## src/rtl/evm_ballot_ctrl.sv

```systemverilog
// Electronic-voting controller: synchronised candidate buttons, armed voter sessions,
// saturating tallies, and a passkey-gated result display with tie detection and lockout.
module evm_ballot_ctrl #(
  parameter int unsigned         NUM_CAND = 4,
  parameter int unsigned         CNT_W    = 8,
  parameter int unsigned         KEY_W    = 4,
  parameter logic [KEY_W-1:0]    PASSKEY  = KEY_W'(4'b1010),
  parameter int unsigned         MAX_FAIL = 3
) (
  input  logic                      clk,
  input  logic                      rst,
  input  logic                      ballot_en,
  input  logic [NUM_CAND-1:0]       button,
  input  logic [KEY_W-1:0]          passkey,
  input  logic                      result_req,
  output logic [NUM_CAND*CNT_W-1:0] count,
  output logic [CNT_W+3:0]          total,
  output logic                      ready,
  output logic                      armed,
  output logic                      vote_ack,
  output logic                      vote_rej,
  output logic [NUM_CAND-1:0]       sat,
  output logic [NUM_CAND-1:0]       led,
  output logic                      tie,
  output logic                      locked
);

  localparam int unsigned TOT_W  = CNT_W + 4;
  localparam int unsigned FAIL_W = 3;
  localparam int unsigned POP_W  = 5;

  typedef enum logic [1:0] {S_IDLE, S_ARMED, S_RESULT, S_LOCKED} state_e;

  state_e                            state_q, state_d;
  logic [NUM_CAND-1:0]               btn_s0_q, btn_s1_q, btn_s2_q;
  logic                              en_s0_q, en_s1_q, en_s2_q;
  logic                              req_q;
  logic [FAIL_W-1:0]                 fail_q, fail_d;
  logic [NUM_CAND-1:0][CNT_W-1:0]    cnt_q, cnt_d;
  logic [TOT_W-1:0]                  total_q, total_d;
  logic [NUM_CAND-1:0]               sat_q, sat_d, led_q, led_d;
  logic                              tie_q, tie_d, ack_q, ack_d, rej_q, rej_d;
  logic                              ready_q, ready_d, armed_q, armed_d, locked_q, locked_d;

  logic [NUM_CAND-1:0] btn_rise;
  logic                arm_rise, req_rise, key_ok;
  logic [POP_W-1:0]    rise_cnt, win_cnt;
  logic [CNT_W-1:0]    max_v;
  logic [NUM_CAND-1:0] win;

  assign btn_rise = btn_s1_q & ~btn_s2_q;
  assign arm_rise = en_s1_q & ~en_s2_q;
  assign req_rise = result_req & ~req_q;
  assign key_ok   = (passkey == PASSKEY);

  // Press count and winner set over current tallies
  always_comb begin
    rise_cnt = '0;
    win_cnt  = '0;
    max_v    = '0;
    win      = '0;
    for (int unsigned i = 0; i < NUM_CAND; i++) begin
      rise_cnt = rise_cnt + POP_W'(btn_rise[i]);
      if (cnt_q[i] > max_v) max_v = cnt_q[i];
    end
    for (int unsigned i = 0; i < NUM_CAND; i++) begin
      win[i]  = (cnt_q[i] == max_v);
      win_cnt = win_cnt + POP_W'(win[i]);
    end
  end

  always_comb begin
    state_d = state_q;
    fail_d  = fail_q;
    cnt_d   = cnt_q;
    ack_d   = 1'b0;
    rej_d   = 1'b0;
    total_d = '0;
    sat_d   = '0;
    unique case (state_q)
      S_IDLE: begin
        if (arm_rise) begin
          state_d = S_ARMED;
        end else if (result_req && key_ok) begin
          state_d = S_RESULT;
          fail_d  = '0;
        end else if (req_rise) begin
          fail_d = fail_q + FAIL_W'(1);
          if (fail_q == FAIL_W'(MAX_FAIL - 1)) state_d = S_LOCKED;
        end
      end
      S_ARMED: begin
        if (rise_cnt == POP_W'(1)) begin
          for (int unsigned i = 0; i < NUM_CAND; i++) begin
            if (btn_rise[i] && (cnt_q[i] != '1)) cnt_d[i] = cnt_q[i] + CNT_W'(1);
          end
          ack_d   = 1'b1;
          state_d = S_IDLE;
        end else if (rise_cnt > POP_W'(1)) begin
          rej_d = 1'b1;
        end else if (!en_s1_q) begin
          state_d = S_IDLE;
        end
      end
      S_RESULT: begin
        if (!result_req) state_d = S_IDLE;
      end
      S_LOCKED: state_d = S_LOCKED;
      default:  state_d = S_IDLE;
    endcase
    for (int unsigned i = 0; i < NUM_CAND; i++) begin
      total_d  = total_d + TOT_W'(cnt_d[i]);
      sat_d[i] = (cnt_d[i] == '1);
    end
    // Display reflects the state held through the previous edge
    led_d    = ((state_q == S_RESULT) && (total_q != '0)) ? win : '0;
    tie_d    = (state_q == S_RESULT) && (total_q != '0) && (win_cnt > POP_W'(1));
    ready_d  = (state_d == S_IDLE);
    armed_d  = (state_d == S_ARMED);
    locked_d = (state_d == S_LOCKED);
  end

  always_ff @(posedge clk) begin
    if (rst) begin
      state_q  <= S_IDLE;
      btn_s0_q <= '0;
      btn_s1_q <= '0;
      btn_s2_q <= '0;
      en_s0_q  <= 1'b0;
      en_s1_q  <= 1'b0;
      en_s2_q  <= 1'b0;
      req_q    <= 1'b0;
      fail_q   <= '0;
      cnt_q    <= '0;
      total_q  <= '0;
      sat_q    <= '0;
      led_q    <= '0;
      tie_q    <= 1'b0;
      ack_q    <= 1'b0;
      rej_q    <= 1'b0;
      ready_q  <= 1'b1;
      armed_q  <= 1'b0;
      locked_q <= 1'b0;
    end else begin
      state_q  <= state_d;
      btn_s0_q <= button;
      btn_s1_q <= btn_s0_q;
      btn_s2_q <= btn_s1_q;
      en_s0_q  <= ballot_en;
      en_s1_q  <= en_s0_q;
      en_s2_q  <= en_s1_q;
      req_q    <= result_req;
      fail_q   <= fail_d;
      cnt_q    <= cnt_d;
      total_q  <= total_d;
      sat_q    <= sat_d;
      led_q    <= led_d;
      tie_q    <= tie_d;
      ack_q    <= ack_d;
      rej_q    <= rej_d;
      ready_q  <= ready_d;
      armed_q  <= armed_d;
      locked_q <= locked_d;
    end
  end

  assign count    = cnt_q;
  assign total    = total_q;
  assign ready    = ready_q;
  assign armed    = armed_q;
  assign vote_ack = ack_q;
  assign vote_rej = rej_q;
  assign sat      = sat_q;
  assign led      = led_q;
  assign tie      = tie_q;
  assign locked   = locked_q;

endmodule
```

## config.mk

```make
export PLATFORM = sky130hd
export DESIGN_NAME = evm_ballot_ctrl
export DESIGN_NICKNAME = d
export VERILOG_FILES = /design/src/rtl/evm_ballot_ctrl.sv
export SDC_FILE = /design/constraint.sdc
export NUM_CORES = 1
export LEC_CHECK = 0
export CAP_MARGIN = 20
export CORE_UTILIZATION = 45
export DETAILED_ROUTE_END_ITERATION = 10
export PLACE_DENSITY_LB_ADDON = 0.12
export SYNTH_ARGS = -nofsm -noshare
export SYNTH_HDL_FRONTEND = slang
export SYNTH_SLANG_ARGS = --single-unit
```

## constraint.sdc

```tcl
create_clock -name clk -period 12.5 [get_ports clk]
set_input_delay 2.5 -clock clk [delete_from_list [all_inputs] [get_ports clk]]
set_output_delay 2.5 -clock clk [all_outputs]
set_load 0.03 [all_outputs]
```

### Word-level counts from Yosys, hierarchy flattened

Index checks and enable logic that the tools add are counted.

* add/sub/neg operators: 14
* muxes and demuxes: 23
* $lt $le $gt $ge: 6
* reduce and logical (&&, ||, !) cells: 15
* equal/unequal tests: 20
* bitwise logic cells: 9

Operators with widths (count)
* $mux 32: 2
* $mux 8: 8
* $add 8x1->8 const B: 4
* $eq 8x8->1: 4
* $eq 8x8->1 const B: 4
* $ne 8x8->1 const B: 4
* $gt 8x8->1: 3
* $mux 2: 8
* $reduce_bool 12->1: 1
* $add 10x8->11: 1
* $add 9x8->10: 1
* $add 8x8->9: 1
* $add 3x1->4: 2
* $gt 4x1->1 const B: 2
* $gt 8x1->1 const B: 1
* $pmux 2 s4: 1
* $logic_and 1x1->1: 7
* $add 2x1->3: 2
* $eq 2x2->1 const B: 3
* $mux 3: 2
* $not 1->1: 5
* $add 1x1->2: 2
* $and 4x4->4: 1
* $eq 2x1->1 const B: 2
* 12 further kinds: 16

* register bits: 79
* input port bits: 12
* output and inout port bits: 58

### Longest topological paths before layout

* depth after elaboration: 14
* depth in mapped cells: 33
* mapped depth without buffers: 30

### Worst setup path before layout

OpenSTA, ideal clock, no wires.

* kind: reg2reg
* start point: register cnt_q (netlist bit count[1])
* end point: register tie_q, in the netlist tie
* arrival: 6.921 ns
* path slack: 5.505 ns
* buffers on the path: 3
* setup time: 0.074 ns
* cell stages (with the launch flop): 32
* cells stage by stage: dfxtp_1 -> inv_1 -> ha_1 -> nor4b_1 -> a21oi_1 -> ha_1 -> and4_4 -> a21oi_2 -> buf_4 -> nor2_1 -> a21o_1 -> inv_1 -> ha_1 -> a211oi_2 -> nor2_1 -> o31a_1 -> nand2_1 -> buf_2 -> mux2_2 -> ha_1 -> nand4_1 -> nor2_1 -> a21oi_1 -> or2_1 -> clkbuf_1 -> a31o_2 -> nor4_1 -> o32ai_1 -> or3b_1 -> fa_1 -> or2_2 -> o21ai_0

* word-level cells in the longest chain between the ends: 14
* elaborated cells on any way between the ends: 17
* those cells by class: add/sub: 3; order compare: 5; eq/ne: 4; mux: 4; reduce/logical: 1

Ends and longest elaborated chain
* start, declared: RTL line 39 `logic [NUM_CAND-1:0][CNT_W-1:0] cnt_q, cnt_d;`
* start signal, assigned: RTL line 154 `cnt_q <= cnt_d;`
* $gt 8x1->1: RTL line 64 `if (cnt_q[i] > max_v) max_v = cnt_q[i];`
* $mux 8: RTL line 64
* $gt 8x8->1: RTL line 64
* $mux 8: RTL line 64
* $gt 8x8->1: RTL line 64
* $mux 8: RTL line 64
* $gt 8x8->1: RTL line 64
* $mux 8: RTL line 64
* $eq 8x8->1: RTL line 67 `win[i] = (cnt_q[i] == max_v);`
* $add 1x1->2: RTL line 68 `win_cnt = win_cnt + POP_W'(win[i]);`
* $add 2x1->3: RTL line 68
* $add 3x1->4 (*): RTL line 68
* $gt 4x1->1 (*): RTL line 117 `tie_d = (state_q == S_RESULT) && (total_q != '0) && (win_cnt > POP_W'(1));`
* $logic_and 1x1->1 (*): RTL line 117
* end signal, assigned: RTL line 158 `tie_q <= tie_d;`
* end, declared: RTL line 42 `logic tie_q, tie_d, ack_q, ack_d, rej_q, rej_d;`

Mark *: on every way between the ends. The rest lies on a longest branch, timed or not.
A chain may end at the register's enable or synchronous reset.

### Worst setup path in the final report

Ends and elaborated chain as after synthesis.

==> summary.txt <==
Run status
  – Status: finished clean

Placed design
  – I/O Buffers: 67
  – Placed Cells: 898
  – Global placement routability congestion: 0.983
  – Detail Placement HPWL: 15100 µm
  – Post-DP Area: 6660 µm²
  – Pre-CTS WS: 4140 ps

Setup path
  – Critical-path top delay cell: nand2_1
  – Critical path launch point type: flop
  – R2R depth: 29
  – Max incr delay on CP: 580 ps
  – CP endpoint kind: flop
  – Critical path class: reg -> reg
  – RR Endpoint: tie
  – R2R Path Start: count[1]
  – CP max FO: 18
  – Crit path arrival time: 8820 ps
  – CP Data Required Time: 12760 ps
  – Reg-to-reg setup timing slack: 3940 ps

Drt
  – Routed len/inst: 22.3 µm
  – Detail-routed via count per cell: 6.10
  – Remaining DRCs: 0
  – Drt initial violations: 546
  – Post-DRT Antenna Nets: 0
  – Vias: 5575
  – DR pass1 iterations: 5
  – Final wirelength: 20300 µm

STA
  – Final period utilization: 68.4%
  – Final setup skew: 11.2 ps
  – Fin Hold WS: 438 ps
  – RSZ-0062 raised after global routing: no
  – Final Worst Setup Slack: 3940 ps
  – Max Freq: 117 MHz
  – Fin crit period: 8560 ps
  – Final Max Tran Viols: 0
  – Total negative setup slack: 0 ps
  – Worst slew margin: 44.9%
  – Final hold viol count: 0
  – Final setup vio count: 0
  – Worst-margin pin slew: 819 ps

Logic synthesis
  – Seq/Total Area, Yosys: 26.0%
  – Top cells by area, synth: dfxtp_1, ha_1, xnor2_1
  – Syn Inst Count: 688
  – Synth cell types: 93
  – Yosys top cell by area: dfxtp_1
  – Synth top area share: 26.0%
  – Synthesis warning total: 0
  – Synth async-reset ratio: 0%
  – Synth Flop Type: dfxtp_1
  – Post-synth EDFFs: 0
  – Synthesized area: 5920 µm²
  – Register bit total from synthesis: 77
  – Synth Area per Inst: 8.61 µm²

CTS
  – CTS sink cnt: 77
  – Clock transition at path regs: 60 ps
  – Clock latency on the worst-skew pair: 350 ps
  – Root Driver: clkbuf_16
  – Total CTS buffers: 9
  – CTS tree: yes
  – Hold Buf Count CTS: 0
  – Cts repair resizes: 0
  – H-tree depth: 3
  – Post-CTS Setup Repair Bufs: 0
  – Max Buffers Root-to-Sink: 2

Die
  – Die width: 117 µm
  – Core box area: 12700 µm²
  – Row Count: 41
  – Initial Util: 46.6%
  – Die ar.: 13600 µm²
  – Num ports: 70
  – Die height: 117 µm

Global route
  – Antenna violations before repair: 0
  – Vias in the first global route: 5401
  – Largest net degree at the start of global routing: 68
  – Global-route wire length before repair: 31400 µm
  – Grt total ovfl: 0
  – GRT Total Usage: 31.7%

Final layout
  – Share of cells above drive strength 1: 8.22%
  – Total Nets Final: 810
  – Design area: 6960 µm²
  – Commonest non-fill, non-tap cell in the layout: dfxtp_1
  – Commonest cells after routing, fill and taps aside: dfxtp_1, clkdlybuf4s50_1, nor2_1
  – Ant. Diodes: 0
  – Layout Cells excl Fill: 914
  – Area grow syn2layout: 17.5%

Hold path
  – Worst hold path cell count: 1
  – WHS Endpoint: btn_s1_q[3]
  – Worst hold path type: reg -> reg
  – Hold Crit Start: btn_s0_q[3]

Pwr
  – Leak: 2.87 nW
  – Pwr/cell area: 81.3 nW/µm²
  – VDD IR max: 0.0973 mV

Flow run
  – Max_cap viols: 0
layer usage:
| layer | vias to the layer above | wire length [µm] | track usage (%) |
|---|---|---|---|
| li1 | 2565 | - | - |
| met1 | 2680 | 8860 | 42.8 |
| met2 | 286 | 9280 | 50.0 |
| met3 | 44 | 1700 | 7.16 |
| met4 | 0 | 505 | 10.2 |
| met5 | - | 0 | 0 |
Yosys cell counts, types with 4 or more instances:
library cell	n
inv_1	54
o32ai_1	4
a211oi_1	6
a21o_1	7
a21oi_1	28
nand2b_1	7
nand4_1	13
and4_1	5
o21ai_0	18
buf_2	4
nor4_1	11
o31ai_1	5
nor3_1	21
dfxtp_1	77
nand2_1	27
xor2_1	8
clkbuf_1	18
fa_1	18
buf_4	6
nand3_1	21
xnor2_1	43
nor2_1	57
nor4b_1	4
o211ai_1	6
o22ai_1	12
ha_1	43
nor2b_1	42
a31oi_1	6
o21bai_1	4
power by group:
group,switching [mW],internal (mW),leakage (nW)
sequential,0.00177,0.249,0.624
clock,0.103,0.160,0.142
combinational,0.0310,0.0209,2.11
logic make-up after synthesis:
kind of cell,Yosys count,synth area share [%]
other,1,0.0633
DFF,77,26.0
xor gates and xnor gates,51,7.54
and+or+nand+nor,251,24.4
muxes,5,0.908
adders and majority gates,61,15.2
AOI/OAI and AO/OA,152,19.3
buffers and inverters,90,6.55
cell type report:
class	instances	area [µm²]
Fill cell	1254	5760
Multi-Input combinational cell	522	4000
Sequential cell	77	1540
Timing Repair Buffer	71	696
Clock buffer	11	243
Tap cell	172	215
Inverter	56	210
Clock inverter	5	58.8
stage by stage:
step | util, % | total power [mW]
floorplan | - | 0.293
global placement | 52.4 | 0.306
detailed placement | 52.4 | 0.307
CTS | 54.7 | 0.571
global route | 54.7 | 0.587
finish | 54.7 | 0.566
worst max-delay path: cells and delay by family (launching register included):
family / cells / cell delay (ps)
simple gates: 14 / 3950
flops: 1 / 570
fa+ha+maj: 5 / 1610
buf+inv: 2 / 320
compound gates: 8 / 2020
how the worst max path moves through the flow:
stage                to      from  depth (start not counted)  slack [ps]
CTS                 tie  count[1]                         29        4090
global route        tie  count[1]                         29        3320
detailed placement  tie  count[1]                         29        4140
floorplan           tie  count[1]                         31        5500
finish              tie  count[1]                         29        3940
global placement    tie  count[1]                         29        4410
state kept, by name, summed over array words and instances (netlist names):
name      flops
req_q         1
fail_q        3
armed         1
btn_s0_q      4
ready         1
btn_s2_q      4
vote_ack      1
sat           4
locked        1
total        10
led           4
state_q       2
en_s2_q       1
en_s0_q       1
btn_s1_q      4
vote_rej      1
tie           1
count        32
en_s1_q       1
No activity file was read; power rests on OpenSTA's default activity.
